File: src/rtl/alu_issue_if.sv
// Execute-stage bundle: decode-side handshake and fields, alu operand/result wires,
// and the result handshake toward writeback.
interface alu_issue_if #(
   parameter int DATA_WIDTH    = 32,
   parameter int OPCODE_LENGTH = 4
);
   logic                     InValid;
   logic                     InReady;
   logic [1:0]               ALUOp;
   logic [2:0]               Funct3;
   logic [6:0]               Funct7;
   logic [DATA_WIDTH-1:0]    OpA;
   logic [DATA_WIDTH-1:0]    OpB;
   logic [DATA_WIDTH-1:0]    SrcA;
   logic [DATA_WIDTH-1:0]    SrcB;
   logic [OPCODE_LENGTH-1:0] Operation;
   logic [DATA_WIDTH-1:0]    ALUResult;
   logic                     OutValid;
   logic                     OutReady;
   logic [DATA_WIDTH-1:0]    Result;
   logic                     IllegalOp;

   // The issue stage is the master: it drives the alu and the result handshake.
   modport master (
      input  InValid, ALUOp, Funct3, Funct7, OpA, OpB, ALUResult, OutReady,
      output InReady, SrcA, SrcB, Operation, OutValid, Result, IllegalOp
   );

   modport slave (
      output InValid, ALUOp, Funct3, Funct7, OpA, OpB, ALUResult, OutReady,
      input  InReady, SrcA, SrcB, Operation, OutValid, Result, IllegalOp
   );
endinterface

File: src/rtl/alu_issue_stage.sv
// Two-stage (E issue, R result) ALU issue pipeline with valid/ready handshakes.
// Define ALU_ISSUE_PERF_EN to add the IssueCount/IllegalCount performance counters.
module alu_issue_stage #(
   parameter int DATA_WIDTH    = 32,
   parameter int OPCODE_LENGTH = 4
) (
   input  logic        clk,
   input  logic        rst_n,
   alu_issue_if.master bus
`ifdef ALU_ISSUE_PERF_EN
   ,
   output logic [31:0] IssueCount,
   output logic [31:0] IllegalCount
`endif
);

   localparam logic [OPCODE_LENGTH-1:0] OP_AND = OPCODE_LENGTH'(4'b0000);
   localparam logic [OPCODE_LENGTH-1:0] OP_OR  = OPCODE_LENGTH'(4'b0001);
   localparam logic [OPCODE_LENGTH-1:0] OP_ADD = OPCODE_LENGTH'(4'b0010);
   localparam logic [OPCODE_LENGTH-1:0] OP_SUB = OPCODE_LENGTH'(4'b0011);
   localparam logic [OPCODE_LENGTH-1:0] OP_XOR = OPCODE_LENGTH'(4'b0100);
   localparam logic [OPCODE_LENGTH-1:0] OP_EQ  = OPCODE_LENGTH'(4'b1000);
   localparam logic [OPCODE_LENGTH-1:0] OP_ILL = OPCODE_LENGTH'(4'b1111);

   localparam logic [6:0] F7_BASE = 7'b0000000;
   localparam logic [6:0] F7_ALT  = 7'b0100000;

   logic                     eValid;
   logic                     eIllegal;
   logic [DATA_WIDTH-1:0]    srcAReg;
   logic [DATA_WIDTH-1:0]    srcBReg;
   logic [OPCODE_LENGTH-1:0] opReg;

   logic                     outValidReg;
   logic [DATA_WIDTH-1:0]    resultReg;
   logic                     illegalReg;

   logic [OPCODE_LENGTH-1:0] decOp;
   logic                     decIllegal;
   logic                     advR;
   logic                     accept;

   // Anything that does not match a supported encoding falls through to the illegal code.
   always_comb begin
      decOp      = OP_ILL;
      decIllegal = 1'b1;
      case (bus.ALUOp)
         2'b00: begin
            decOp      = OP_ADD;
            decIllegal = 1'b0;
         end
         2'b01: begin
            if (bus.Funct3 == 3'b000) begin
               decOp      = OP_EQ;
               decIllegal = 1'b0;
            end
         end
         2'b10: begin
            if (bus.Funct7 == F7_BASE) begin
               case (bus.Funct3)
                  3'b000:  begin decOp = OP_ADD; decIllegal = 1'b0; end
                  3'b100:  begin decOp = OP_XOR; decIllegal = 1'b0; end
                  3'b110:  begin decOp = OP_OR;  decIllegal = 1'b0; end
                  3'b111:  begin decOp = OP_AND; decIllegal = 1'b0; end
                  default: begin decOp = OP_ILL; decIllegal = 1'b1; end
               endcase
            end else if (bus.Funct7 == F7_ALT && bus.Funct3 == 3'b000) begin
               decOp      = OP_SUB;
               decIllegal = 1'b0;
            end
         end
         default: begin
            case (bus.Funct3)
               3'b000:  begin decOp = OP_ADD; decIllegal = 1'b0; end
               3'b100:  begin decOp = OP_XOR; decIllegal = 1'b0; end
               3'b110:  begin decOp = OP_OR;  decIllegal = 1'b0; end
               3'b111:  begin decOp = OP_AND; decIllegal = 1'b0; end
               default: begin decOp = OP_ILL; decIllegal = 1'b1; end
            endcase
         end
      endcase
   end

   // InReady is derived only from stage occupancy and OutReady, never from InValid.
   assign advR        = !outValidReg || bus.OutReady;
   assign bus.InReady = !eValid || advR;
   assign accept      = bus.InValid && bus.InReady;

   // E stage: operand/opcode registers hold their value unless a new transaction loads.
   always_ff @(posedge clk or negedge rst_n) begin
      if (!rst_n) begin
         eValid   <= 1'b0;
         eIllegal <= 1'b0;
         srcAReg  <= '0;
         srcBReg  <= '0;
         opReg    <= OP_AND;
      end else if (accept) begin
         eValid   <= 1'b1;
         eIllegal <= decIllegal;
         srcAReg  <= bus.OpA;
         srcBReg  <= bus.OpB;
         opReg    <= decOp;
      end else if (advR) begin
         eValid   <= 1'b0;
      end
   end

   // R stage: captures the combinational alu output whenever it can advance.
   always_ff @(posedge clk or negedge rst_n) begin
      if (!rst_n) begin
         outValidReg <= 1'b0;
         resultReg   <= '0;
         illegalReg  <= 1'b0;
      end else if (advR) begin
         outValidReg <= eValid;
         if (eValid) begin
            resultReg  <= bus.ALUResult;
            illegalReg <= eIllegal;
         end
      end
   end

   assign bus.SrcA      = srcAReg;
   assign bus.SrcB      = srcBReg;
   assign bus.Operation = opReg;
   assign bus.OutValid  = outValidReg;
   assign bus.Result    = resultReg;
   assign bus.IllegalOp = illegalReg;

`ifdef ALU_ISSUE_PERF_EN
   // Counters wrap naturally at 32 bits.
   always_ff @(posedge clk or negedge rst_n) begin
      if (!rst_n) begin
         IssueCount   <= 32'd0;
         IllegalCount <= 32'd0;
      end else if (accept) begin
         IssueCount <= IssueCount + 32'd1;
         if (decIllegal) begin
            IllegalCount <= IllegalCount + 32'd1;
         end
      end
   end
`endif

endmodule

File: src/flat_wrapper.sv
// flat-port wrapper written by rule: the top's interface ports become plain ports
module alu_issue_stage_flat 
#(
   parameter int DATA_WIDTH    = 32,
   parameter int OPCODE_LENGTH = 4
)
  (clk, rst_n, bus_InValid, bus_ALUOp, bus_Funct3, bus_Funct7, bus_OpA, bus_OpB, bus_ALUResult, bus_OutReady, bus_InReady, bus_SrcA, bus_SrcB, bus_Operation, bus_OutValid, bus_Result, bus_IllegalOp);
  alu_issue_if #(.DATA_WIDTH(DATA_WIDTH), .OPCODE_LENGTH(OPCODE_LENGTH)) bus_i ();
  input  logic clk;
  input  logic rst_n;
  input wire logic [$bits(bus_i.InValid)-1:0] bus_InValid;
  input wire logic [$bits(bus_i.ALUOp)-1:0] bus_ALUOp;
  input wire logic [$bits(bus_i.Funct3)-1:0] bus_Funct3;
  input wire logic [$bits(bus_i.Funct7)-1:0] bus_Funct7;
  input wire logic [$bits(bus_i.OpA)-1:0] bus_OpA;
  input wire logic [$bits(bus_i.OpB)-1:0] bus_OpB;
  input wire logic [$bits(bus_i.ALUResult)-1:0] bus_ALUResult;
  input wire logic [$bits(bus_i.OutReady)-1:0] bus_OutReady;
  output wire logic [$bits(bus_i.InReady)-1:0] bus_InReady;
  output wire logic [$bits(bus_i.SrcA)-1:0] bus_SrcA;
  output wire logic [$bits(bus_i.SrcB)-1:0] bus_SrcB;
  output wire logic [$bits(bus_i.Operation)-1:0] bus_Operation;
  output wire logic [$bits(bus_i.OutValid)-1:0] bus_OutValid;
  output wire logic [$bits(bus_i.Result)-1:0] bus_Result;
  output wire logic [$bits(bus_i.IllegalOp)-1:0] bus_IllegalOp;
  assign bus_i.InValid = bus_InValid;
  assign bus_i.ALUOp = bus_ALUOp;
  assign bus_i.Funct3 = bus_Funct3;
  assign bus_i.Funct7 = bus_Funct7;
  assign bus_i.OpA = bus_OpA;
  assign bus_i.OpB = bus_OpB;
  assign bus_i.ALUResult = bus_ALUResult;
  assign bus_i.OutReady = bus_OutReady;
  assign bus_InReady = bus_i.InReady;
  assign bus_SrcA = bus_i.SrcA;
  assign bus_SrcB = bus_i.SrcB;
  assign bus_Operation = bus_i.Operation;
  assign bus_OutValid = bus_i.OutValid;
  assign bus_Result = bus_i.Result;
  assign bus_IllegalOp = bus_i.IllegalOp;
  alu_issue_stage #(.DATA_WIDTH(DATA_WIDTH), .OPCODE_LENGTH(OPCODE_LENGTH)) u_core (.clk(clk), .rst_n(rst_n), .bus(bus_i));
endmodule
File: config.mk
export PLATFORM = sky130hd
export DESIGN_NAME = alu_issue_stage_flat
export DESIGN_NICKNAME = d
export VERILOG_FILES = /design/src/rtl/alu_issue_if.sv /design/src/rtl/alu_issue_stage.sv /design/src/flat_wrapper.sv
export SDC_FILE = /design/constraint.sdc
export NUM_CORES = 1
export LEC_CHECK = 0
export ABC_AREA = 1
export CORE_ASPECT_RATIO = 1.2
export CORE_MARGIN = 2
export CORE_UTILIZATION = 36
export CTS_BUF_LIST = sky130_fd_sc_hd__clkbuf_16
export CTS_CLUSTER_DIAMETER = 100
export DETAILED_ROUTE_END_ITERATION = 7
export PLACE_DENSITY = 0.8
export SLEW_MARGIN = 15
export SYNTH_ARGS = -nofsm -noshare
export SYNTH_HDL_FRONTEND = slang
export SYNTH_SLANG_ARGS = --single-unit
File: constraint.sdc
create_clock -name clk -period 1.2 [get_ports clk]
set_input_delay 0.12 -clock clk [delete_from_list [all_inputs] [get_ports clk]]
set_output_delay 0.12 -clock clk [all_outputs]
set_load 0.01 [all_outputs]
=== Yosys cells after proc, flatten, opt, wreduce, memory -nomap -nowiden ===
Cells that the tools add are included.

* Eq/ne operators: 6
* Multiplexer cells: 12
* Reductions and logical operators: 12

{| class="wikitable"
|+ Operators with widths
! cell !! number
|-
| $pmux 4 s4 || 1
|-
| $pmux 4 s3 || 1
|-
| $eq 3x3->1 const B || 3
|-
| $mux 4 || 2
|-
| $eq 7x6->1 const B || 1
|-
| $logic_not 7->1 || 1
|-
| $mux 1 || 6
|-
| $reduce_or 4->1 || 1
|-
| $logic_not 3->1 || 1
|-
| $mux 3 || 1
|-
| $pmux 1 s3 || 1
|-
| $eq 2x1->1 const B || 1
|-
| $eq 2x2->1 const B || 1
|-
| $logic_and 1x1->1 || 2
|-
| $logic_not 1->1 || 2
|-
| $logic_not 2->1 || 1
|-
| $logic_or 1x1->1 || 2
|-
| $reduce_and 2->1 || 1
|-
| $reduce_bool 2->1 || 1
|}

* Register bits: 104
* Input bits: 112
* Logic and storage cells: 38

=== Logic depth before layout (Yosys ltp) ===
Gate-level depths: netlist of the first run.

* Depth in word-level cells: 5
* Gate-level depth with buffers: 8

=== Least setup slack after synthesis of the first run ===
OpenSTA, ideal clock, no wires.

* Path kind: reg-to-reg
* Start point: register u_core.outValidReg (netlist: u_core.bus.OutValid)
* End point: register u_core.illegalReg (netlist: u_core.bus.IllegalOp)
* Setup time: 0.125 ns
* Data arrival time: 1.115 ns
* Required time: 1.075 ns
* Slack: -0.040 ns
* Stages on the path, launching flop included: 5
* Clock period less this slack: 1.240 ns
* Cell sequence: dfrtp_1 > nand2_1 > nand2_2 > buf_6 > mux2_2

* Longest elaborated chain between the ends: 3

{| class="wikitable"
|+ Ends and longest elaborated chain
! what !! RTL line !! source
|-
| from (decl) || alu_issue_stage.sv:34 || <nowiki>logic outValidReg;</nowiki>
|-
| from (signal assigned) || alu_issue_stage.sv:115 || <nowiki>outValidReg <= eValid;</nowiki>
|-
| $logic_not 1->1 || alu_issue_stage.sv:85 || <nowiki>assign advR = !outValidReg || bus.OutReady;</nowiki>
|-
| $logic_or 1x1->1 || alu_issue_stage.sv:85 ||
|-
| $reduce_and 2->1 (no source line) || - ||
|-
| to (signal assigned) || alu_issue_stage.sv:118 || <nowiki>illegalReg <= eIllegal;</nowiki>
|-
| to (decl) || alu_issue_stage.sv:36 || <nowiki>logic illegalReg;</nowiki>
|}

No other way between the ends.
A chain may end at the register's enable or synchronous reset.

=== Final worst setup path of the first run ===
* Start point: register u_core.outValidReg (netlist: u_core.bus.OutValid)
* End point: register u_core.srcAReg[2] (netlist: u_core.bus.SrcA[2])

* Longest elaborated chain between the ends: 4

{| class="wikitable"
|+ Ends and longest elaborated chain
! what !! RTL line !! source
|-
| $logic_not 1->1 || alu_issue_stage.sv:85 ||
|-
| $logic_or 1x1->1 || alu_issue_stage.sv:85 ||
|-
| $logic_or 1x1->1 || alu_issue_stage.sv:86 || <nowiki>assign bus.InReady = !eValid || advR;</nowiki>
|-
| $logic_and 1x1->1 || alu_issue_stage.sv:87 || <nowiki>assign accept = bus.InValid && bus.InReady;</nowiki>
|-
| to (signal assigned) || alu_issue_stage.sv:100 || <nowiki>srcAReg <= bus.OpA;</nowiki>
|-
| to (decl) || alu_issue_stage.sv:30 || <nowiki>logic [DATA_WIDTH-1:0] srcAReg;</nowiki>
|}

No other way between the ends.

==> results of run 1 <==
worst max-delay path by stage:
stage,slack (ns),end,cells past startpoint
floorplan,0.003,u_core.bus.IllegalOp,4
global placement,-0.33,u_core.bus.SrcB[15],7
detailed placement,-0.34,u_core.bus.SrcB[10],7
CTS,-0.06,u_core.bus.Result[23],4
global route,-0.13,u_core.bus.SrcA[2],6
finish,-0.08,u_core.bus.SrcA[2],6
final cells by class:
| type | count | area, um^2 |
|---|---|---|
| repair inverters | 2 | 17.5 |
| clock inverters | 7 | 120 |
| clock buffers | 9 | 225 |
| multi-input cells | 278 | 1700 |
| flip-flops and latches | 104 | 2600 |
| well taps | 132 | 165 |
| repair buffers | 244 | 2590 |
| fillers | 849 | 3580 |
| inverters | 8 | 42.5 |
stage by stage:
| step | std cells | worst slack, ns | cell area [um^2] | util [%] | total power, mW |
|---|---|---|---|---|---|
| floorplan | 407 | 0.00310 | 4100 | - | 5.75 |
| global placement | 750 | -0.327 | 6440 | 58.3 | 7.71 |
| detailed placement | 750 | -0.339 | 6440 | 58.3 | 7.82 |
| CTS | 770 | -0.0552 | 6790 | 61.6 | 10.8 |
| global route | 784 | -0.135 | 7450 | 67.6 | 11.8 |
| finish | 784 | -0.0752 | 7450 | 67.6 | 11.3 |
per-layer routing:
layer | track usage (%) | part of all wire [%] | up-vias
met5 | 0 | 0 | -
met4 | 6.67 | 1.6 | 0
li1 | - | - | 1750
met1 | 23.5 | 40 | 1794
met2 | 32.3 | 51 | 179
met3 | 4.28 | 7.0 | 22
Yosys cell counts (all sizes together):
master | number | share of area, %
nor2 | 17 | 1.6
nand3b | 1 | 0.18
nand3 | 4 | 0.61
or2 | 1 | 0.15
nand2 | 211 | 19
mux2 | 33 | 9.1
buf | 17 | 3.2
inv | 8 | 0.73
dfrtp | 104 | 64
a21oi | 6 | 0.73
o21ai | 5 | 0.61
kinds of logic (layout without fill, tap and decap cells):
kind of cell | after synthesis | count (layout) | synth area share, %
AO/OA/AOI/OAI | 11 | 11 | 1.35
AND/OR/NAND/NOR | 234 | 234 | 22.0
buffers and inverters | 25 | 270 | 3.98
flip-flops | 104 | 104 | 63.6
multiplexers | 33 | 33 | 9.08
power by group through the flow:
stage          Sequential, mW  Clock [mW]  Combinational (mW)
2_1_floorplan            4.86           0               0.897
3_5_place_dp             4.58           0                3.24
6_report                 4.56        3.35                3.42
4_1_cts                  4.50        3.38                2.95
5_1_grt                  4.64        3.51                3.67
3_3_place_gp             4.55           0                3.16
worst reg2reg max path, stage by stage, from the launching register on:
cell and delay, ns:
dfrtp_1 0.42, nand3_4 0.15, nand2_8 0.13, buf_12 0.18, clkbuf_16 0.17, nand2_2 0.06
nand2_1 0.05
timing repair:
item	CTS	global route
hold buffers	1	0
endpoints found under the setup margin	176	78
pin swaps	2	27
endpoints found under the hold margin	104	0
setup buffers	1	3
gates cloned	2	11
gates resized for setup	124	121
flip-flops by register name (all words and copies together), names as in the netlist:
name / count
u_core.bus.IllegalOp: 1
u_core.eValid: 1
u_core.bus.Operation: 4
u_core.bus.Result: 32
u_core.bus.OutValid: 1
u_core.bus.SrcA: 32
u_core.eIllegal: 1
u_core.bus.SrcB: 32
==> metrics.md, run 1 <==
| Metric | Value |
|---|---|
| Status | finished with violations |
| Failing checks | setup timing |
| H-tree depth | 3 |
| Worst Path Required | 1.43 ns |
| Clock power share | 29.6% |
| Starting density of the core | 37.1% |
| Fin crit period | 1.28 ns |
| WL/cell | 16.6 um |
| CTS Buf Count | 9 |
| Die Wd | 101 um |
| Leakage | 3.72 nW |
| Clock Sinks | 104 |
| Worst reg-to-reg path cell count | 6 |
| Hold path startpoint | bus_OpA[17] |
| Global-route wire length before repair | 18300 um |
| Port Buffer Count | 214 |
| Critical R2R Capture | u_core.bus.SrcA[2] |
| Crit path buf inv count | 2 |
| Net switching power | 3.23 mW |
| Vias | 3745 |
| Commonest cells after routing, fill and taps aside | nand2_1 (152), clkdlybuf4s50_1 (110), dfrtp_1 (104), dlygate4sd2_1 (95), nand2_2 (39) |
| Int Pwr | 8.10 mW |
| Worst-Skew Late Latency | 0.34 ns |
| Number of global-route vias before repair | 3752 |
| Crit path capture type | flop |
| Distinct cells, synth | 16 |
| Final worst path period share | 106% |
| Cells along the critical path | nand3_4 -> nand2_8 -> buf_12 -> clkbuf_16 -> nand2_2 -> nand2_1 |
| Net Sw Frac | 28.5% |
| YS warnings | 0 |
| Area Overhead vs Synth | 82.2% |
| CP max-delay cell | dfrtp_1 |
| RD Place Congestion | 0.783 |
| Hold Path Class | input pin to flop |
| 1st-iter DRT viols | 116 |
| Max IR drop VDD | 0.000703 V |
| R2R Path Start | u_core.bus.OutValid |
| Startpoint types | flop |
| Largest net degree at the start of global routing | 60 |
| R2R Setup Slk | -0.08 ns |
| Drt total wl | 13000 um |
| Max cap viols | 0 |
| Critical path's top delay family | flip-flops |
| FP Rows | 42 |
| Proportion of layout cells with a drive suffix above 1 | 22.9% |
| Die Y | 121 um |
| Final Max Tran Viols | 0 |
| Mapped Nets | 519 |
| Die area | 12200 um^2 |
| Hpwl dp | 8420 um |
| Critical Path Start | u_core.bus.OutValid |
| P per Cell Area | 1520 nW/um^2 |
| RSZ-0062 raised after global routing | yes |
| Final setup margin | -0.0752 ns |
| Cell depth of the worst hold path | 3 |
| Final setup violation count | 78 |
| Antenna violations before repair | 0 |
| Gate power share | 30.1% |
| Syn Area/Cell | 10.1 um^2 |
| Final hold slack | 0.311 ns |
| CP max stage delay | 0.42 ns |
| Total core area | 11000 um^2 |
| FF+latch count, synth | 104 |
| Slew headroom | 74.3% |
| Vias per cell | 4.78 |
| Mapped Area | 4090 um^2 |
| Slew @ Worst Pin | 0.381 ns |
| Setup TNS | -2.91 ns |
| Total grt overflow | 0 |
| DRC | 0 |
| Sequential share of the synthesized area | 63.6% |
| TritonCTS clock tree | done |
| Hold Path End | u_core.bus.SrcA[17] |
| Synth Instances | 407 |
| Final Hold Fails | 0 |
| Commonest non-fill, non-tap cell in the layout | nand2_1 |
| WS Path Type | flop to flop |
| Worst EP arrival | 1.51 ns |
| Setup Skew | 0.00847 ns |
| Root Buffer | clkbuf_16 |
| Fmax | 0.784 GHz |
| 1st-pass router iterations | 5 |
| I/O Pins | 215 |
| GRT Resource Usage Total | 19.0% |
| Sequential share of power | 40.3% |
| Antenna-violating nets left | 0 |
| NumNets Final | 759 |
| Clock Path Buffers | 2 |
| CTS clock-pin slew for the worst setup and hold paths | 0.07 ns |
| CP Max Fanout | 8 |
| Ant diodes | 0 |
Power figures use the tool's default switching activity.
==> run 2, diff against run 1 <==
- CORE_MARGIN: 2 -> 3
- SLEW_MARGIN: 15 -> not set
==> metrics.md, run 2 (synthesized netlist as in run 1, its figures left out) <==
| Metric | Value |
|---|---|
| Clock Sinks | 104 |
| Final Hold Fails | 0 |
| Starting density of the core | 36.9% |
| Status | finished with violations |
| Worst-Skew Late Latency | 0.34 ns |
| Commonest cells after routing, fill and taps aside | clkdlybuf4s50_1 (110), nand2_1 (108), dfrtp_1 (102), dlygate4sd2_1 (76), nand2_2 (70) |
| Vias | 3828 |
| Final setup margin | -0.125 ns |
| GRT Resource Usage Total | 19.0% |
| Crit path capture type | flop |
| Worst EP arrival | 1.55 ns |
| RD Place Congestion | 0.852 |
| R2R Setup Slk | -0.12 ns |
| Register area | 2610 um^2 |
| Multi-input gate area | 1940 um^2 |
| Root Buffer | clkbuf_16 |
| Leakage | 3.95 nW |
| Fin crit period | 1.32 ns |
| Clock Path Buffers | 2 |
| Post-placement cell count | 773 |
| Final setup violation count | 95 |
| Max IR drop VDD | 0.000725 V |
| I/O Pins | 215 |
| NumNets Final | 777 |
| Total core area | 11100 um^2 |
| Startpoint types | flop |
| Die Y | 123 um |
| Largest net degree at the start of global routing | 55 |
| Die Wd | 103 um |
| Port Buffer Count | 214 |
| RSZ-0062 raised after global routing | yes |
| Slew @ Worst Pin | 0.297 ns |
| Proportion of layout cells with a drive suffix above 1 | 32.1% |
| Fillers | 794 |
| WS Path Type | flop to flop |
| Vias per cell | 4.65 |
| CTS Buf Count | 9 |
| Placed cell area | 6490 um^2 |
| Cell area after layout | 7950 um^2 |
| FP Rows | 42 |
| Setup TNS | -5.98 ns |
| Max cap viols | 0 |
| Worst Path Required | 1.42 ns |
| Ant diodes | 0 |
| Total grt overflow | 0 |
| Commonest non-fill, non-tap cell in the layout | clkdlybuf4s50_1 |
| Non-filler cells, final | 823 |
| Antenna-violating nets left | 0 |
| Fmax | 0.755 GHz |
| WL/cell | 17.8 um |
| Die area | 12700 um^2 |
| CP Max Fanout | 8 |
| Hpwl dp | 8610 um |
| Global-route wire length before repair | 18500 um |
| Slew headroom | 80.2% |
| Final worst path period share | 110% |
| CTS clock-pin slew for the worst setup and hold paths | 0.07 ns |
| TritonCTS clock tree | done |
| Area Overhead vs Synth | 94.4% |
| Critical Path Start | u_core.bus.OutValid |
| Total power | 11.4 mW |
| Hold Path Class | input pin to async pin |
| Number of global-route vias before repair | 3766 |
| Failing checks | setup timing |
| H-tree depth | 3 |
| P per Cell Area | 1440 nW/um^2 |
| 1st-iter DRT viols | 114 |
| Setup Skew | 0.00930 ns |
| Final Max Tran Viols | 0 |
| R2R Path Start | u_core.bus.OutValid |
| Antenna violations before repair | 0 |
| Utilization after layout | 71.7% |
| DRC | 0 |
| 1st-pass router iterations | 4 |
| Drt total wl | 14600 um |
==> run 2: worst paths after layout <==
path / endpoint / depth (start not counted)
min in group clk: u_core.bus.SrcA[8] / 3
max reg2reg: u_core.bus.Result[4] / 5
min reg2reg: u_core.bus.SrcB[20] / 2
max in group asynchronous: u_core.bus.SrcB[5] / 3
min: u_core.bus.Result[0] / 2
max: u_core.bus.Result[4] / 5
==> run 2: area by class of cell <==
| type | count | share of cell area (%) |
|---|---|---|
| repair buffers | 262 | 35.9 |
| multi-input cells | 278 | 24.4 |
| repair inverters | 2 | 0.346 |
| clock buffers | 9 | 2.83 |
| clock inverters | 6 | 0.787 |
| flip-flops and latches | 104 | 32.8 |
| inverters | 8 | 0.535 |
| well taps | 154 | 2.42 |
==> run 2: report_power, final <==
part           internal, mW  switching (mW)
clock                  1.60            1.28
combinational          2.22            1.69
sequential             4.16           0.466
==> run 2: worst max-delay path, stage by stage, from the launching register on <==
cell and delay, ns:
dfrtp_2 0.46, nand2_4 0.11, nand2_8 0.07, buf_12 0.13, buf_12 0.13, mux2_4 0.30
==> run 2: timing repair <==
| action | 4_1_cts | 5_1_grt |
|---|---|---|
| hold buffers | 1 | 0 |
| endpoints found under the setup margin | 197 | 105 |
| setup buffers | 5 | 11 |
| endpoints found under the hold margin | 104 | 0 |
| pin swaps | 0 | 51 |
| gates resized for setup | 115 | 234 |
| cloned | 3 | 17 |
==> run 2: per-layer routing <==
layer | global-route usage (%) | share of wire, %
met1 | 21.6 | 38
met2 | 34.1 | 54
met3 | 5.69 | 6.8
met4 | 5.02 | 1.5
met5 | 0 | 0
==> run 2: through the flow <==
stage	setup slack, ns	hold slack, ns
floorplan	0.00310	-0.176
global placement	-0.225	-0.0308
detailed placement	-0.278	-0.0265
CTS	-0.139	0.146
global route	-0.166	0.166
finish	-0.125	0.151
